$ cat src/rtl/vect_wb_stage.sv
// vect_wb_stage: writeback stage between vect_unit and the register-file write port.
// Latency: 1 cycle from push to wb_* / retire (0 cycles with VECT_WB_BYPASS_EN on an empty stage).
// Backpressure: in_ready = (count < DEPTH); wb_ready stalls write entries at the head, flags-only entries never stall.
//
// Ports:
//   clk, rst                      - clock, synchronous active-high reset
//   in_valid/in_ready             - entry handshake from vect_unit
//   in_data/in_flags/in_rd/in_wen - result, flags, destination index, write-enable
//   wb_en/wb_ready                - register-file write request / accept
//   wb_addr/wb_data               - write index and data (zero when wb_en=0)
//   flags_q                       - flags of the most recently retired entry
//   sticky_flags/clr_sticky       - OR of retired flags since last clear, and its clear
//   count/busy                    - occupancy and (count != 0)
//
// Optional feature macro: VECT_WB_BYPASS_EN (zero-latency retire of entries
// arriving at an empty stage). Undefined by default.
//
// DEPTH must be a power of two and at least 2: pointers wrap by natural
// binary overflow.

module vect_wb_stage #(
  parameter int DATA_W = 32,
  parameter int FLAG_W = 2,
  parameter int ADDR_W = 5,
  parameter int DEPTH  = 4
) (
  input  logic                       clk,
  input  logic                       rst,

  input  logic                       in_valid,
  output logic                       in_ready,
  input  logic [DATA_W-1:0]          in_data,
  input  logic [FLAG_W-1:0]          in_flags,
  input  logic [ADDR_W-1:0]          in_rd,
  input  logic                       in_wen,

  output logic                       wb_en,
  input  logic                       wb_ready,
  output logic [ADDR_W-1:0]          wb_addr,
  output logic [DATA_W-1:0]          wb_data,

  output logic [FLAG_W-1:0]          flags_q,
  output logic [FLAG_W-1:0]          sticky_flags,
  input  logic                       clr_sticky,

  output logic [$clog2(DEPTH):0]     count,
  output logic                       busy
);

  localparam int PTR_W = $clog2(DEPTH);
  localparam int CNT_W = $clog2(DEPTH) + 1;
  localparam logic [CNT_W-1:0] FULL_CNT = CNT_W'(DEPTH);

  typedef struct packed {
    logic [DATA_W-1:0] data;
    logic [FLAG_W-1:0] flags;
    logic [ADDR_W-1:0] rd;
    logic              wen;
  } entry_t;

  // Storage and state
  entry_t             r_mem [DEPTH];
  logic [PTR_W-1:0]   r_wr_ptr;
  logic [PTR_W-1:0]   r_rd_ptr;
  logic [CNT_W-1:0]   r_count;
  logic [FLAG_W-1:0]  r_flags_q;
  logic [FLAG_W-1:0]  r_sticky;

  // Datapath / control wires
  entry_t             w_in_ent;
  entry_t             w_head;
  logic               w_head_vld;
  logic               w_fifo_pop;
  logic               w_byp_vld;
  logic               w_byp_ret;
  logic               w_push;
  logic               w_retire;
  logic [FLAG_W-1:0]  w_ret_flags;

  assign w_in_ent   = {in_data, in_flags, in_rd, in_wen};
  assign w_head     = r_mem[r_rd_ptr];
  assign w_head_vld = (r_count != '0);

  // Ready depends only on registered occupancy, never on in_valid or
  // wb_ready, so upstream sees no combinational path through this stage.
  assign in_ready = (r_count < FULL_CNT);

  // Flags-only heads retire unconditionally; write heads wait for wb_ready.
  assign w_fifo_pop = w_head_vld && (!w_head.wen || wb_ready);

`ifdef VECT_WB_BYPASS_EN
  // An entry arriving at an empty stage is presented straight to the
  // write port. It retires without being stored when it can complete this
  // cycle (flags-only, or write accepted); otherwise it is pushed normally.
  assign w_byp_vld = !w_head_vld && in_valid;
  assign w_byp_ret = w_byp_vld && (!in_wen || wb_ready);
`else
  assign w_byp_vld = 1'b0;
  assign w_byp_ret = 1'b0;
`endif

  assign w_push = in_valid && in_ready && !w_byp_ret;

  // Queue pop and bypass retire are mutually exclusive: bypass needs an
  // empty queue, pop needs a valid head.
  assign w_retire    = w_fifo_pop || w_byp_ret;
  assign w_ret_flags = w_fifo_pop ? w_head.flags : in_flags;

  // Write port drive. Address and data are forced to zero when idle so the
  // register file never sees stale storage contents.
  always_comb begin
    wb_en   = 1'b0;
    wb_addr = '0;
    wb_data = '0;
    if (w_head_vld && w_head.wen) begin
      wb_en   = 1'b1;
      wb_addr = w_head.rd;
      wb_data = w_head.data;
    end else if (w_byp_vld && in_wen) begin
      wb_en   = 1'b1;
      wb_addr = in_rd;
      wb_data = in_data;
    end
  end

  // Storage has no reset; entries are only observed while count covers them.
  always_ff @(posedge clk) begin
    if (!rst && w_push) begin
      r_mem[r_wr_ptr] <= w_in_ent;
    end
  end

  // Pointers and occupancy
  always_ff @(posedge clk) begin
    if (rst) begin
      r_wr_ptr <= '0;
      r_rd_ptr <= '0;
      r_count  <= '0;
    end else begin
      if (w_push) begin
        r_wr_ptr <= r_wr_ptr + 1'b1;
      end
      if (w_fifo_pop) begin
        r_rd_ptr <= r_rd_ptr + 1'b1;
      end
      unique case ({w_push, w_fifo_pop})
        2'b10:   r_count <= r_count + 1'b1;
        2'b01:   r_count <= r_count - 1'b1;
        default: r_count <= r_count;
      endcase
    end
  end

  // Retired-flag tracking. A retiring entry's flags are OR'd in after the
  // clear is applied, so a set in the same cycle survives the clear.
  always_ff @(posedge clk) begin
    if (rst) begin
      r_flags_q <= '0;
      r_sticky  <= '0;
    end else begin
      if (w_retire) begin
        r_flags_q <= w_ret_flags;
        r_sticky  <= (clr_sticky ? '0 : r_sticky) | w_ret_flags;
      end else if (clr_sticky) begin
        r_sticky  <= '0;
      end
    end
  end

  assign flags_q      = r_flags_q;
  assign sticky_flags = r_sticky;
  assign count        = r_count;
  assign busy         = w_head_vld;

endmodule
$ cat config.mk
export PLATFORM = sky130hd
export DESIGN_NAME = vect_wb_stage
export DESIGN_NICKNAME = d
export VERILOG_FILES = /design/src/rtl/vect_wb_stage.sv
export SDC_FILE = /design/constraint.sdc
export NUM_CORES = 1
export LEC_CHECK = 0
export ABC_CLOCK_PERIOD_IN_PS = 2000
export CAP_MARGIN = 10
export CORE_MARGIN = 2
export CORE_UTILIZATION = 30
export CTS_BUF_LIST = sky130_fd_sc_hd__clkbuf_16
export CTS_CLUSTER_DIAMETER = 60
export DETAILED_ROUTE_END_ITERATION = 12
export GPL_TIMING_DRIVEN = 1
export HOLD_SLACK_MARGIN = 0.05
export PLACE_DENSITY = 0.56
export REMOVE_ABC_BUFFERS = 1
export SLEW_MARGIN = 20
export SYNTH_ARGS = -nofsm -noshare
export SYNTH_HDL_FRONTEND = slang
export SYNTH_SLANG_ARGS = --single-unit
$ cat constraint.sdc
create_clock -name clk -period 2 [get_ports clk]
set_input_delay 0.4 -clock clk [delete_from_list [all_inputs] [get_ports clk]]
set_output_delay 0.4 -clock clk [all_outputs]
set_load 0.03 [all_outputs]
# After elaboration in Yosys (flattened, before gate mapping)
# Memory sizes are Yosys's and may differ from the RTL's. A register that Yosys moved wholly into a read port is not among the register bits.
# Index checks and enable logic that the tools add are counted.
# classes
n_addsub	4
mul	0
div	0
n_lt_le_gt_ge	1
n_eq_ne	2
n_shift	0
n_mux	11
bitwise	1
reduce_logical	9
# ops
cell	count
$mux W32	1
$mux W2	5
$pmux W3 S2	1
$mux W5	1
$add A2 B1 Y2 const B	2
$logic_and A1 B1 Y1	4
$add A3 B1 Y3 const B	1
$lt A3 B3 Y1 const B	1
$mux W1	3
$reduce_bool A3 Y1	1
$sub A3 B1 Y3 const B	1
$eq A2 B1 Y1 const B	1
$eq A2 B2 Y1 const B	1
$logic_not A1 Y1	2
$or A2 B2 Y2	1
$reduce_bool A2 Y1	1
$logic_or A1 B1 Y1	1
# totals
reg_bits	11
latch_bits	0
ram_bits	160
mem_bits_ro	0
inputBits	45
out_inout_bits	47
word_cells	34
mem_count	1
# mem_list
name	words	word_bits	rd	rd_clocked_by_memory_dff	write_ports	line_no	rtl
r_mem	4	40	1	1	1	62	entry_t r_mem [DEPTH];

# Depth between registers and ports, before layout
# depth
word_depth	6
ltp_mapped	10
ltp_nobuf	8

# Worst setup path after synthesis
# No wires, ideal clock.
# synth_path
kind	register to register
start	register r_count[2] (netlist: count[2])
end	register r_count[2] (netlist: count[2])
setup_time_ns	0.071
arrival_time_ns	2.276
required_time_ns	1.929
path_slack_ns	-0.347
stages_incl_launch_ff	10
period_less_slack_ns	2.347
cell_sequence	dfxtp_1 > or3_4 > o221a_2 > buf_4 > ha_1 > inv_1 > fa_1 > xor2_1 > or3_1 > a21oi_1
# synth_between
elab_chain_len	4
# synth_rtl
element	line_no	rtl
start: declaration	65	logic [CNT_W-1:0] r_count;
start signal: assignment	147	2'b10: r_count <= r_count + 1'b1;
start signal: assignment	148	2'b01: r_count <= r_count - 1'b1;
start signal: assignment	149	default: r_count <= r_count;
$reduce_bool A3 Y1 (*)	82	assign w_head_vld = (r_count != '0);
net busy	47	output logic busy
$logic_and A1 B1 Y1 (*)	89	assign w_fifo_pop = w_head_vld && (!w_head.wen || wb_ready);
$eq A2 B1 Y1 / $eq A2 B2 Y1 (equally long branches)	146	unique case ({w_push, w_fifo_pop})
$pmux W3 S2 / $reduce_bool A2 Y1 (equally long branches)	n/a	
# The timed path passes the listed nets; every way through them passes the cells marked *.
# A chain may end at the register's enable or synchronous reset.

==> impl_metrics.toml <==
[routing]
drt_wl_total_mm = 13.88
drtPass1Iterations = 5
num_vias = 3416
ant_nets = 0
drc_errors = 0
vias_per_cell = 4.525
drtIter0Drc = 128
wl_per_cell_um = 18.39

[worst_setup_path]
crit_buf_inv = 3
cpMostUsedCell = "buf_12"
cp-start-kind = "flop"
end_kind = "primary output"
cp.required_ns = 1.60
path_cells = "buf_12 > buf_12 > mux4_2 > nor2b_4 > buf_6"
cpMaxStageDelayCell = "mux4_2"
crit_family = "multiplexers"
critPathKind = "flop to primary output"
arrival_ns = 1.89
crit_fanout = 8
slowest_delay_ns = 0.50

[synth]
synth_cell_types = 30
synthArstFlopShare = 0
synth_cells = 323
synth_edf_count = 160
syn_avg_cell_area_um2 = 20.63
synth_ff_type = "edfxtp_1"
yosys_warnings = 0
synth_area_um2 = 6664
synth_seq_cells = 173
yosysSeqAreaShare = 0.7600

[timing]
setup_viol = 40
finalMaxSlewViolations = 0
tightestPinTransition_ns = 0.3283
rsz0062_at_grt = "yes"
period_minus_slack_ns = 2.287
max_freq_mhz = 437.2
fin_crit_sh = 1.144
slew_headroom = 0.7808
skew_ns = 0.008963
hold_viol = 0
setup_ws_ns = -0.2871

[power]
leakage_nw = 3.156
power_density_nw_per_um2 = 1333
p_total_w = 0.01228
irDropWorstVdd_uv = 606.1

[status]
status = "complete, but fails checks"
violations = "setup timing"

[global_route]
antenna_found_initial = 0
grt_max_degree = 25
grt_pass1_wl_mm = 21.33
grt.overflow.total = 0
grt_pass1_vias = 3751
grt_use_total = 0.1222

[floorplanning]
core_um2 = 21820
die_area_um2 = 23420
die_x_um = 153.0
ioPinCount = 92
initial_core_util = 0.3054
rows = 54
die-height_um = 153.0

[clock_tree]
cts_tree = "built"
clk_pin_slew_ns = 0.07
clockRootBuffer = "clkbuf_16"
ctsHtreeMaxLevel = 4
cts.sinks = 173
cts_buffers = 17
clockBufferDepth = 2
insertion_delay_ns = 0.42

[final_layout]
final_common_cell = "edfxtp_1"
antenna_cells = 0
postLayoutCoreUtil = 0.4219
nets = 513
drive_gt1_frac = 0.4000
final_cell_mix = "edfxtp_1 (160), clkdlybuf4s50_1 (48), buf_4 (40)"
area_growth_pct = 38.15

[place]
placement.io_buffers = 91
dp_hpwl_mm = 8.463
gp_congestion = 0.7662

[hold_path]
hp-class = "flop to flop"

[run]
drv_cap = 0
[synth_stat cells, types with 2 or more instances]
cell | instances | share of area
xnor2_1 | 2 | 0.0026
inv_1 | 9 | 0.0051
nand2b_1 | 2 | 0.0019
and3_1 | 4 | 0.0038
ha_1 | 5 | 0.0094
a32o_1 | 2 | 0.0030
mux2i_1 | 4 | 0.0060
a21oi_1 | 4 | 0.0030
edfxtp_1 | 160 | 0.72
nor2b_1 | 37 | 0.035
buf_2 | 9 | 0.0068
nand2_1 | 2 | 0.0011
dfxtp_1 | 13 | 0.039
mux4_2 | 38 | 0.13
xor2_1 | 2 | 0.0026
clkbuf_1 | 5 | 0.0028
nor2_1 | 12 | 0.0068
[routing by layer]
layer	routed length, um	GRT usage	vias up
met1	5720	0.1453	1765
met2	7390	0.2122	80
met4	180	0.04233	0
li1	-	-	1556
met5	0	0	-
met3	590	0.03544	15
[report_power, final]
part | total [W] | switching [W] | internal (W) | leakage [nW]
Combinational | 0.00477 | 0.00237 | 0.00240 | 1.33
Clock | 0.00305 | 0.00134 | 0.00171 | 0.262
Sequential | 0.00446 | 0.000129 | 0.00433 | 1.56
[cell type report]
class,instances,area [um2]
Clock buffer,17,425.4
Clock inverter,15,123.9
Fill cell,1936,12620
Inverter,9,36.28
Multi-Input combinational cell,124,1668
Sequential cell,173,5072
Tap cell,280,350.3
Timing Repair Buffer,137,1530
[metrics by stage]
stage / instance area, um2 / hold WS [ns] / worst slack (ns) / TNS, ns / cells
detailed placement: 8185 / 0.4759 / -0.4570 / -1.256 / 706
floorplan: 6561 / 0.4691 / -1.776 / -118.13 / 306
CTS: 9030 / 0.4967 / -0.3435 / -11.36 / 750
global route: 9206 / 0.5195 / -0.3620 / -13.17 / 755
global placement: 8185 / 0.4673 / -0.4055 / -0.6193 / 706
finish: 9206 / 0.5083 / -0.2871 / -9.755 / 755
[registers in the layout (all words and copies together) (netlist names), named ones only]
name and flops:
flags_q 2, sticky_flags 2, r_mem 160, r_rd_ptr 2, count 3, r_wr_ptr 2
[what timing repair did]
action,in CTS,in global routing
pin swaps,2,2
buffers inserted,11,5
setup endpoints to repair,41,43
cloned,1,0
hold buffers,0,0
gates resized for setup,50,30
[path summary, 6_finish.rpt]
kind	from	endpoint	slack (ns)	cells after the start
worst max-delay path	flop	wb_data[19]	-0.29	5
worst min-delay path	sticky_flags[1]	sticky_flags[1]	0.51	1
worst max register to register	flop	count[2]	-0.23	10
worst min register to register	sticky_flags[1]	sticky_flags[1]	0.51	1
[kinds of logic after synthesis]
| group | count (synthesis) | synth area share |
|---|---|---|
| buffers and inverters | 26 | 0.02047 |
| muxes | 43 | 0.1384 |
| AOI/OAI and AO/OA | 9 | 0.009763 |
| and+or+nand+nor | 62 | 0.05370 |
| adders and majority gates | 6 | 0.01239 |
| DFF | 173 | 0.7600 |
| xor gates and xnor gates | 4 | 0.005258 |
Power figures use the tool's default switching activity.
